## src/rtl/banzai_pkg.sv

```systemverilog
// banzai_pkg
// Shared definitions for the banzai AXI-Lite master arbiter: the transaction
// FSM state encoding, AXI response codes, the fixed protection value and a
// helper that classifies a response code as an error.
package banzai_pkg;

    typedef enum logic [2:0] {
        ST_IDLE         = 3'd0,
        ST_WR_ADDR_DATA = 3'd1,
        ST_WR_RESP      = 3'd2,
        ST_RD_ADDR      = 3'd3,
        ST_RD_DATA      = 3'd4
    } state_t;

    localparam logic [1:0] AXI_RESP_OKAY   = 2'b00;
    localparam logic [1:0] AXI_RESP_EXOKAY = 2'b01;
    localparam logic [1:0] AXI_RESP_SLVERR = 2'b10;
    localparam logic [1:0] AXI_RESP_DECERR = 2'b11;

    localparam logic [2:0] AXI_PROT_DEFAULT = 3'b000;

    // SLVERR and DECERR both carry resp[1]=1; those are the failing codes.
    function automatic logic resp_is_err(input logic [1:0] resp);
        logic err;
        err = 1'b0;
        case (resp)
            AXI_RESP_SLVERR, AXI_RESP_DECERR: err = 1'b1;
            AXI_RESP_OKAY, AXI_RESP_EXOKAY:   err = 1'b0;
            default:                          err = 1'b0;
        endcase
        return err;
    endfunction

endpackage

```

## src/rtl/banzai_rr_arb2.sv

```systemverilog
// banzai_rr_arb2
// Two-way round-robin arbiter. The grant is combinational from the request
// vector and a one-bit pointer holding the last requester granted; the
// pointer advances whenever the owner of the arbiter consumes a grant.
//
// Ports
//   clk   : clock, rising edge
//   rst   : asynchronous active-high reset (pointer set so requester 0 wins
//           the first tie)
//   req   : request vector, bit n = requester n
//   take  : the current grant is being used this cycle
//   grant : one-hot grant, zero when nothing is requested
module banzai_rr_arb2 (
    input  logic       clk,
    input  logic       rst,
    input  logic [1:0] req,
    input  logic       take,
    output logic [1:0] grant
);

    logic last_q;

    // On a tie the requester that did not win last time gets the grant.
    always_comb begin
        grant = 2'b00;
        case (req)
            2'b01:   grant = 2'b01;
            2'b10:   grant = 2'b10;
            2'b11:   grant = last_q ? 2'b01 : 2'b10;
            default: grant = 2'b00;
        endcase
    end

    // Pointer starts at 1 so that requester 0 wins the first tie.
    always_ff @(posedge clk or posedge rst) begin
        if (rst) begin
            last_q <= 1'b1;
        end else if (take && (grant != 2'b00)) begin
            last_q <= grant[1];
        end
    end

endmodule

```

## src/rtl/banzai_axil_master_arb.sv

```systemverilog
// banzai_axil_master_arb
// Arbitrates two simple request/response clients onto one AXI-Lite master
// port with at most one transaction outstanding.
//
// Ports
//   clk_i, rst_i            : clock and asynchronous active-high reset
//   req_valid_i/req_ready_o : per-requester request handshake (bit n = req n)
//   req_we_i                : per-requester write enable (1 = write)
//   req_addr_i              : per-requester address, requester n at [32n +: 32]
//   req_wdata_i             : per-requester write data, requester n at [32n +: 32]
//   req_wstrb_i             : per-requester write strobes, requester n at [4n +: 4]
//   rsp_valid_o             : per-requester one-cycle response pulse
//   rsp_rdata_o, rsp_err_o  : shared response payload, valid with rsp_valid_o
//   axi_master_*            : AXI-Lite AW, W, B, AR and R channels
module banzai_axil_master_arb
    import banzai_pkg::*;
(
    input  logic        clk_i,
    input  logic        rst_i,
    input  logic [1:0]  req_valid_i,
    output logic [1:0]  req_ready_o,
    input  logic [1:0]  req_we_i,
    input  logic [63:0] req_addr_i,
    input  logic [63:0] req_wdata_i,
    input  logic [7:0]  req_wstrb_i,
    output logic [1:0]  rsp_valid_o,
    output logic [31:0] rsp_rdata_o,
    output logic        rsp_err_o,
    output logic [31:0] axi_master_awaddr_o,
    output logic [2:0]  axi_master_awprot_o,
    output logic        axi_master_awvalid_o,
    input  logic        axi_master_awready_i,
    output logic [31:0] axi_master_wdata_o,
    output logic [3:0]  axi_master_wstrb_o,
    output logic        axi_master_wvalid_o,
    input  logic        axi_master_wready_i,
    input  logic [1:0]  axi_master_bresp_i,
    input  logic        axi_master_bvalid_i,
    output logic        axi_master_bready_o,
    output logic [31:0] axi_master_araddr_o,
    output logic [2:0]  axi_master_arprot_o,
    output logic        axi_master_arvalid_o,
    input  logic        axi_master_arready_i,
    input  logic [31:0] axi_master_rdata_i,
    input  logic [1:0]  axi_master_rresp_i,
    input  logic        axi_master_rvalid_i,
    output logic        axi_master_rready_o
);

    state_t      state_q, state_d;
    logic [1:0]  grant;
    logic        accept;
    logic        owner_q;
    logic        we_q;
    logic [31:0] addr_q;
    logic [31:0] wdata_q;
    logic [3:0]  wstrb_q;
    logic        aw_done_q, w_done_q;
    logic        aw_hs, w_hs, b_hs, r_hs;
    logic        sel_we;
    logic [31:0] sel_addr, sel_wdata;
    logic [3:0]  sel_wstrb;

    banzai_rr_arb2 u_arb (
        .clk   (clk_i),
        .rst   (rst_i),
        .req   (req_valid_i),
        .take  (accept),
        .grant (grant)
    );

    // Payload of whichever requester the arbiter currently favours.
    assign sel_we    = grant[1] ? req_we_i[1]          : req_we_i[0];
    assign sel_addr  = grant[1] ? req_addr_i[63:32]    : req_addr_i[31:0];
    assign sel_wdata = grant[1] ? req_wdata_i[63:32]   : req_wdata_i[31:0];
    assign sel_wstrb = grant[1] ? req_wstrb_i[7:4]     : req_wstrb_i[3:0];

    // Channel valids/readies come straight from the state so that an
    // asynchronous reset clears them in the same cycle.
    assign axi_master_awvalid_o = (state_q == ST_WR_ADDR_DATA) && !aw_done_q;
    assign axi_master_wvalid_o  = (state_q == ST_WR_ADDR_DATA) && !w_done_q;
    assign axi_master_bready_o  = (state_q == ST_WR_RESP);
    assign axi_master_arvalid_o = (state_q == ST_RD_ADDR);
    assign axi_master_rready_o  = (state_q == ST_RD_DATA);

    assign axi_master_awaddr_o = addr_q;
    assign axi_master_araddr_o = addr_q;
    assign axi_master_wdata_o  = wdata_q;
    assign axi_master_wstrb_o  = wstrb_q;
    assign axi_master_awprot_o = AXI_PROT_DEFAULT;
    assign axi_master_arprot_o = AXI_PROT_DEFAULT;

    assign aw_hs = axi_master_awvalid_o && axi_master_awready_i;
    assign w_hs  = axi_master_wvalid_o  && axi_master_wready_i;
    assign b_hs  = axi_master_bready_o  && axi_master_bvalid_i;
    assign r_hs  = axi_master_rready_o  && axi_master_rvalid_i;

    // req_ready is combinational from req_valid, so gate it with reset to
    // keep it low while reset is held.
    assign req_ready_o = (accept && !rst_i) ? grant : 2'b00;

    // State register.
    always_ff @(posedge clk_i or posedge rst_i) begin
        if (rst_i) begin
            state_q <= ST_IDLE;
        end else begin
            state_q <= state_d;
        end
    end

    // Next-state logic. AW and W complete independently; the write moves on
    // once both have completed, counting a handshake happening this cycle.
    always_comb begin
        state_d = state_q;
        accept  = 1'b0;
        case (state_q)
            ST_IDLE: begin
                if (req_valid_i != 2'b00) begin
                    accept  = 1'b1;
                    state_d = sel_we ? ST_WR_ADDR_DATA : ST_RD_ADDR;
                end
            end
            ST_WR_ADDR_DATA: begin
                if ((aw_done_q || aw_hs) && (w_done_q || w_hs)) begin
                    state_d = ST_WR_RESP;
                end
            end
            ST_WR_RESP: begin
                if (b_hs) begin
                    state_d = ST_IDLE;
                end
            end
            ST_RD_ADDR: begin
                if (axi_master_arready_i) begin
                    state_d = ST_RD_DATA;
                end
            end
            ST_RD_DATA: begin
                if (r_hs) begin
                    state_d = ST_IDLE;
                end
            end
            default: state_d = ST_IDLE;
        endcase
    end

    // Transaction capture, channel completion flags and the response pulse.
    // The request is latched at accept so the requester may drop it freely.
    always_ff @(posedge clk_i or posedge rst_i) begin
        if (rst_i) begin
            owner_q     <= 1'b0;
            we_q        <= 1'b0;
            addr_q      <= 32'd0;
            wdata_q     <= 32'd0;
            wstrb_q     <= 4'd0;
            aw_done_q   <= 1'b0;
            w_done_q    <= 1'b0;
            rsp_valid_o <= 2'b00;
            rsp_rdata_o <= 32'd0;
            rsp_err_o   <= 1'b0;
        end else begin
            rsp_valid_o <= 2'b00;
            if (accept) begin
                owner_q   <= grant[1];
                we_q      <= sel_we;
                addr_q    <= sel_addr;
                wdata_q   <= sel_wdata;
                wstrb_q   <= sel_wstrb;
                aw_done_q <= 1'b0;
                w_done_q  <= 1'b0;
            end
            if (aw_hs) begin
                aw_done_q <= 1'b1;
            end
            if (w_hs) begin
                w_done_q <= 1'b1;
            end
            if (b_hs && we_q) begin
                rsp_valid_o <= owner_q ? 2'b10 : 2'b01;
                rsp_err_o   <= resp_is_err(axi_master_bresp_i);
                rsp_rdata_o <= 32'd0;
            end
            if (r_hs && !we_q) begin
                rsp_valid_o <= owner_q ? 2'b10 : 2'b01;
                rsp_err_o   <= resp_is_err(axi_master_rresp_i);
                rsp_rdata_o <= axi_master_rdata_i;
            end
        end
    end

endmodule

```

## config.mk

```make
export PLATFORM = sky130hd
export DESIGN_NAME = banzai_axil_master_arb
export DESIGN_NICKNAME = d
export VERILOG_FILES = /design/src/rtl/banzai_pkg.sv /design/src/rtl/banzai_rr_arb2.sv /design/src/rtl/banzai_axil_master_arb.sv
export SDC_FILE = /design/constraint.sdc
export NUM_CORES = 1
export LEC_CHECK = 0
export CORE_AREA = 2 2 128 130
export DETAILED_ROUTE_END_ITERATION = 7
export DIE_AREA = 0 0 130 132
export PLACE_DENSITY_LB_ADDON = 0.1
export SYNTH_ARGS = -nofsm -noshare
export SYNTH_HDL_FRONTEND = slang
export SYNTH_SLANG_ARGS = --single-unit
```

## constraint.sdc

```tcl
create_clock -name clk_i -period 11.52 [get_ports clk_i]
set_input_delay 2.304 -clock clk_i [delete_from_list [all_inputs] [get_ports clk_i]]
set_output_delay 2.304 -clock clk_i [all_outputs]
set_load 0.02 [all_outputs]
```

# Word level (Yosys, flattened, before mapping)
# Cells that the tools add are included.
[totals]
mem_count = 0
elab_cells = 88
register_bits = 111
inputBits = 183
output_inout_bits = 148
ram_bits = 0
latch_bits = 0
mem_bits_ro = 0
[classes]
n_shift = 0
n_addsub = 0
n_div = 0
n_eq_ne = 18
order_cmp = 0
n_mux = 28
n_reduce_logical = 30
bitwise_logic = 0
multipliers = 0
[op_table]
columns = ["op", "n"]
rows = [
  ["32-bit two-way mux", 4],
  ["3-bit two-way mux", 5],
  ["3-bit one-hot mux with 5 select lines", 1],
  ["2-bit equality test, second input constant", 6],
  ["2-bit two-way mux", 6],
  ["1-bit logical AND", 11],
  ["2-bit nonzero test", 5],
  ["1-bit two-way mux", 8],
  ["2-bit by 1-bit inequality test with 1-bit output, second input constant", 4],
  ["2-bit OR reduction", 4],
  ["2-bit by 1-bit equality test with 1-bit output, second input constant", 3],
  ["3-bit by 2-bit equality test with 1-bit output, second input constant", 2],
  ["2-bit one-hot mux with 3 select lines", 1],
  ["5-bit AND reduction", 1],
  ["1-bit zero test", 4],
  ["2-bit zero test", 2],
  ["4-bit two-way mux", 1],
  ["1-bit one-hot mux with 2 select lines", 2],
  ["3-bit by 1-bit equality test with 1-bit output, second input constant", 1],
  ["3-bit equality test, second input constant", 1],
  ["3-bit zero test", 1],
  ["1-bit logical OR", 2],
  ["2-bit inequality test, second input constant", 1],
]

# Depth between registers and ports, before layout
[depth]
depth_word = 7
mapped_depth = 6
ltp_nobuf = 3

# By module
# From an unflattened synthesis, not the netlist that was laid out.
[hier_totals]
hier_cells = 467
hier_area_um2 = 5119.9
[modules_own_cells]
columns = ["module", "area_per_inst_um2", "cells_each", "instances"]
rows = [
  ["banzai_axil_master_arb", 5059.9, 460, 1],
  ["banzai_rr_arb2", 60.1, 7, 1],
]

# Worst setup path before layout
# Ideal clock, no wire load.
[synth_path]
path_kind = "input port to output port"
start = "input port req_valid_i[1]"
end = "output port req_ready_o[0]"
slack_ns = 6.012
n_path_buf = 2
t_arrival_ns = 3.204
path_stages = 4
required_time_ns = 9.216
cell_sequence = "a21boi_0 > buf_2 > buf_2 > nor3_1"
[synth_between]
elab_chain_cells = 5
word_cells_on_any_way = 9
classes_between = "eq/ne: 3; mux: 4; reduce/logical: 2"
[synth_lines]
columns = ["element", "line", "text"]
rows = [
  ["start: declaration", "banzai_axil_master_arb.sv:20", "input logic [1:0] req_valid_i,"],
  ["2-bit nonzero test", "banzai_axil_master_arb.sv:118", "if (req_valid_i != 2'b00) begin"],
  ["1-bit two-way mux", "banzai_axil_master_arb.sv:118", ""],
  ["1-bit two-way mux", "banzai_axil_master_arb.sv:116", "case (state_q)"],
  ["1-bit logical AND", "banzai_axil_master_arb.sv:100", "assign req_ready_o = (accept && !rst_i) ? grant : 2'b00;"],
  ["2-bit two-way mux (*)", "banzai_axil_master_arb.sv:100", ""],
  ["end: declaration", "banzai_axil_master_arb.sv:21", "output logic [1:0] req_ready_o,"],
]
# Mark *: on every way between the ends. The rest lies on a longest branch, timed or not.

# Final worst setup path
[layout_path]
start = "input port req_valid_i[1]"
end = "output port req_ready_o[1]"
# The elaborated chain is that of the path after synthesis.

==> reports/qor.txt <==
Final Slew Violations: 0
Hold Path Class: reg2reg
Gate power share: 56.8%
wl on met1: 6063 um
starting density of the core: 35.95%
final worst-path cycle share: 58.21%
Die Span Y: 132 um
wire per inst: 17.63 um
TritonCTS clock tree: built
critical path arrival: 4.40 ns
pre-CTS setup slack: 4.791 ns
largest fanout on the critical path: 39
largest net degree at the start of global routing: 66
Setup Buffers After CTS: 0
syn_area_per_cell: 14.48 sq um
top sig layer: met4
Synth cell types: 33
maxcap violations: 0
Final Instance Count excl. Fillers: 890
met3 WL post-DR: 1308 um
setup TNS: 0 ns
DP Wirelength: 12130 um
minimum clock period: 6.706 ns
Critical Path End Type: output port
ant diodes: 0
pwr dens: 256.4 mW/mm^2
DR WL met2: 8037 um
Yosys reg bits: 111
cts hold-fix bufs: 0
Die Wd: 130 um
slowest stage delay, CP: 0.61 ns
All-Layer GR Usage: 17.94%
Post-Syn Area: 0.005648 sq mm
part of the Yosys area used for sequential elements: 49.20%
# IOs: 331
Core ar.: 0.01571 sq mm
share of total power in the clock network: 13.6%
CTS Root Cell: clkbuf_16
Sw Pwr: 0.8472 mW
worst path cell trace: clkdlybuf4s50_1 > a21boi_4 > buf_4 > nand2_1 > nor2_1 > clkdlybuf4s50_1
Layout Nets: 852
switching portion of total power: 36.56%
final worst slack: 4.814 ns
TritonCTS Buffers: 9
Setup crit start kind: input port
Fmax: 0.1491 GHz
clk_skew: 0.006478 ns
kind of critical path: in2out
Crit path top cell by count: clkdlybuf4s50_1
via/cell ratio: 4.690
Area Growth Syn to Fin: 59.97%
internal power: 1.470 mW
VDD IR max: 0.1086 mV
Final Util: 57.50%
synth warn: 0
share of cells above drive strength 1: 24.48%
sequential share of power: 29.5%
Setup Viol. Count Final: 0
DRT iter0 DRCs: 120
post-route DRC violation count: 0
slowest CP cell: clkdlybuf4s50_1
CTS H-tree lvls: 3
first-pass GRT wire length: 23810 um
total gr overflow: 0
clk slew on worst S/H paths: 0.07 ns
# rows: 46
vias in the first global route: 4309
Syn Inst Count: 390
Slew @ Worst Pin: 1.223 ns
final wirelength: 15700 um
clk_lat worst skew: 0.35 ns
TritonCTS Sinks: 111
leak pwr: 3.831 nW
Final Wtd Congestion: 0.7829
via count: 4174
Worst Path Required: 9.22 ns
max_slew headroom: 18.40%
run status: completed
Gates resized, CTS repair: 0
placed insts: 874
Port Buffer Count: 322
Final Hold Vio Count: 0
RSZ-0062 raised after global routing: false
initial antenna violation count: 0
die area: 0.01716 sq mm
Max Root-Sink Buffers: 2
post-route ant nets: 0
Pre-Repair DR Iteration Count: 4
==> critical path, delay by kind of cell <==
kind                   cells  cell delay (ns)
AOI/OAI and AO/OA          1             0.20
buffers and inverters      3             1.58
and+or+nand+nor            2             0.30
==> final timing paths <==
check | end | cells after the start | slack (ns) | startpoint
max | req_ready_o[1] | 6 | 4.81 | req_valid_i[1]
min | rsp_valid_o[0]$_DFF_PP0_ | 1 | 0.43 | owner_q$_DFFE_PP0P_
max reg2reg | axi_master_wdata_o[6]$_DFFE_PP0P_ | 4 | 8.81 | state_q[0]$_DFFE_PP0P_
min reg2reg | rsp_valid_o[0]$_DFF_PP0_ | 1 | 0.43 | owner_q$_DFFE_PP0P_
max in group asynchronous | axi_master_wdata_o[6]$_DFFE_PP0P_ | 3 | 7.83 | rst_i
min in group asynchronous | rsp_rdata_o[31]$_DFFE_PP0P_ | 2 | 2.41 | rst_i
==> logic make-up after synthesis <==
kind of cell | share of synthesized area [%]
muxes | 32.39
DFF | 49.20
buffers and inverters | 8.795
AOI/OAI and AO/OA | 6.978
and+or+nand+nor | 2.570
other | 0.06640
==> per-stage QoR <==
step	cell area (sq um)	hold slack (ns)	power (mW)
finish	9035	0.4278	2.317
CTS	9035	0.4355	2.349
detailed placement	8731	0.4238	2.019
global route	9035	0.4539	2.435
floorplan	5667	0.4021	1.520
global placement	8731	0.4100	2.003
==> state kept, by name, indices dropped and copies added (netlist names) <==
name / flops
aw_done_q: 1
axi_master_wdata_o: 32
we_q: 1
owner_q: 1
rsp_err_o: 1
rsp_rdata_o: 32
u_arb.last_q: 1
state_q: 3
axi_master_wstrb_o: 4
w_done_q: 1
rsp_valid_o: 2
axi_master_araddr_o: 32
==> layout by cell type, fill, tap and decap left out, drive strengths merged <==
cell and instances:
clkinv 3, and3b 1, nor3 2, o21ai 1, nand2 2, a21oi 4, or2 1, and2 1
inv 8, nor3b 1, nand4bb 1, nand2b 2, nor4b 2, dfrtp 110, a22o 35, bufinv 1
clkdlybuf4s50 322, a22oi 1, nor2b 3, dfstp 1, a21boi 1, conb 6, a32o 1, mux2i 2
clkbuf 9, a221o 1, a211oi 1, nand4b 1, a31oi 2, buf 4, mux2 138, nor2 5
a21o 1
==> layer usage <==
layer,track usage (%),up-vias
met2,31.65,199
met4,6.272,0
li1,-,1915
met3,4.992,19
met1,20.65,2041
met5,0,-
==> cells in the mapped netlist <==
cell type | n | area (sq um)
a211oi_1 | 1 | 7.510
nand2_1 | 2 | 7.510
mux2_2 | 70 | 788.3
a21oi_1 | 4 | 20.02
nor2b_1 | 3 | 18.77
nand4bb_1 | 1 | 11.26
inv_1 | 5 | 18.77
nor2_1 | 5 | 18.77
buf_2 | 13 | 65.06
nand2b_1 | 2 | 12.51
nand4b_1 | 1 | 8.760
a22oi_1 | 1 | 7.510
dfrtp_1 | 110 | 2753
and2_1 | 1 | 6.260
conb_1 | 1 | 3.750
nor3_4 | 1 | 16.27
and3b_1 | 1 | 8.760
a32o_1 | 1 | 10.01
nor4b_1 | 2 | 17.52
nor3_1 | 1 | 5.000
a21boi_0 | 1 | 7.510
mux2_4 | 68 | 1021
a21o_1 | 1 | 7.510
buf_4 | 40 | 300.3
a31oi_1 | 2 | 12.51
or2_2 | 1 | 6.260
dfstp_2 | 1 | 26.28
a22o_1 | 35 | 306.5
o21ai_0 | 1 | 5.000
buf_6 | 10 | 112.6
mux2i_1 | 2 | 20.02
a221o_1 | 1 | 10.01
nor3b_1 | 1 | 7.510
==> power by group through the flow <==
stage               clock, mW  sequential [mW]  combinational [mW]
finish                  0.316            0.684                1.32
global route            0.343            0.705                1.39
CTS                     0.329            0.685                1.34
detailed placement          0            0.689                1.33
global placement            0            0.683                1.32
floorplan                   0            0.849               0.671
==> final cells by class <==
| type | count | area, sq um |
|---|---|---|
| well taps | 216 | 270.3 |
| flip-flops and latches | 111 | 2779 |
| clock buffers | 9 | 225.2 |
| clock inverters | 7 | 78.83 |
| multi-input cells | 216 | 2407 |
| fillers | 1325 | 6678 |
| inverters | 5 | 21.27 |
| repair buffers | 326 | 3253 |
No activity file was read; power rests on OpenSTA's default activity.
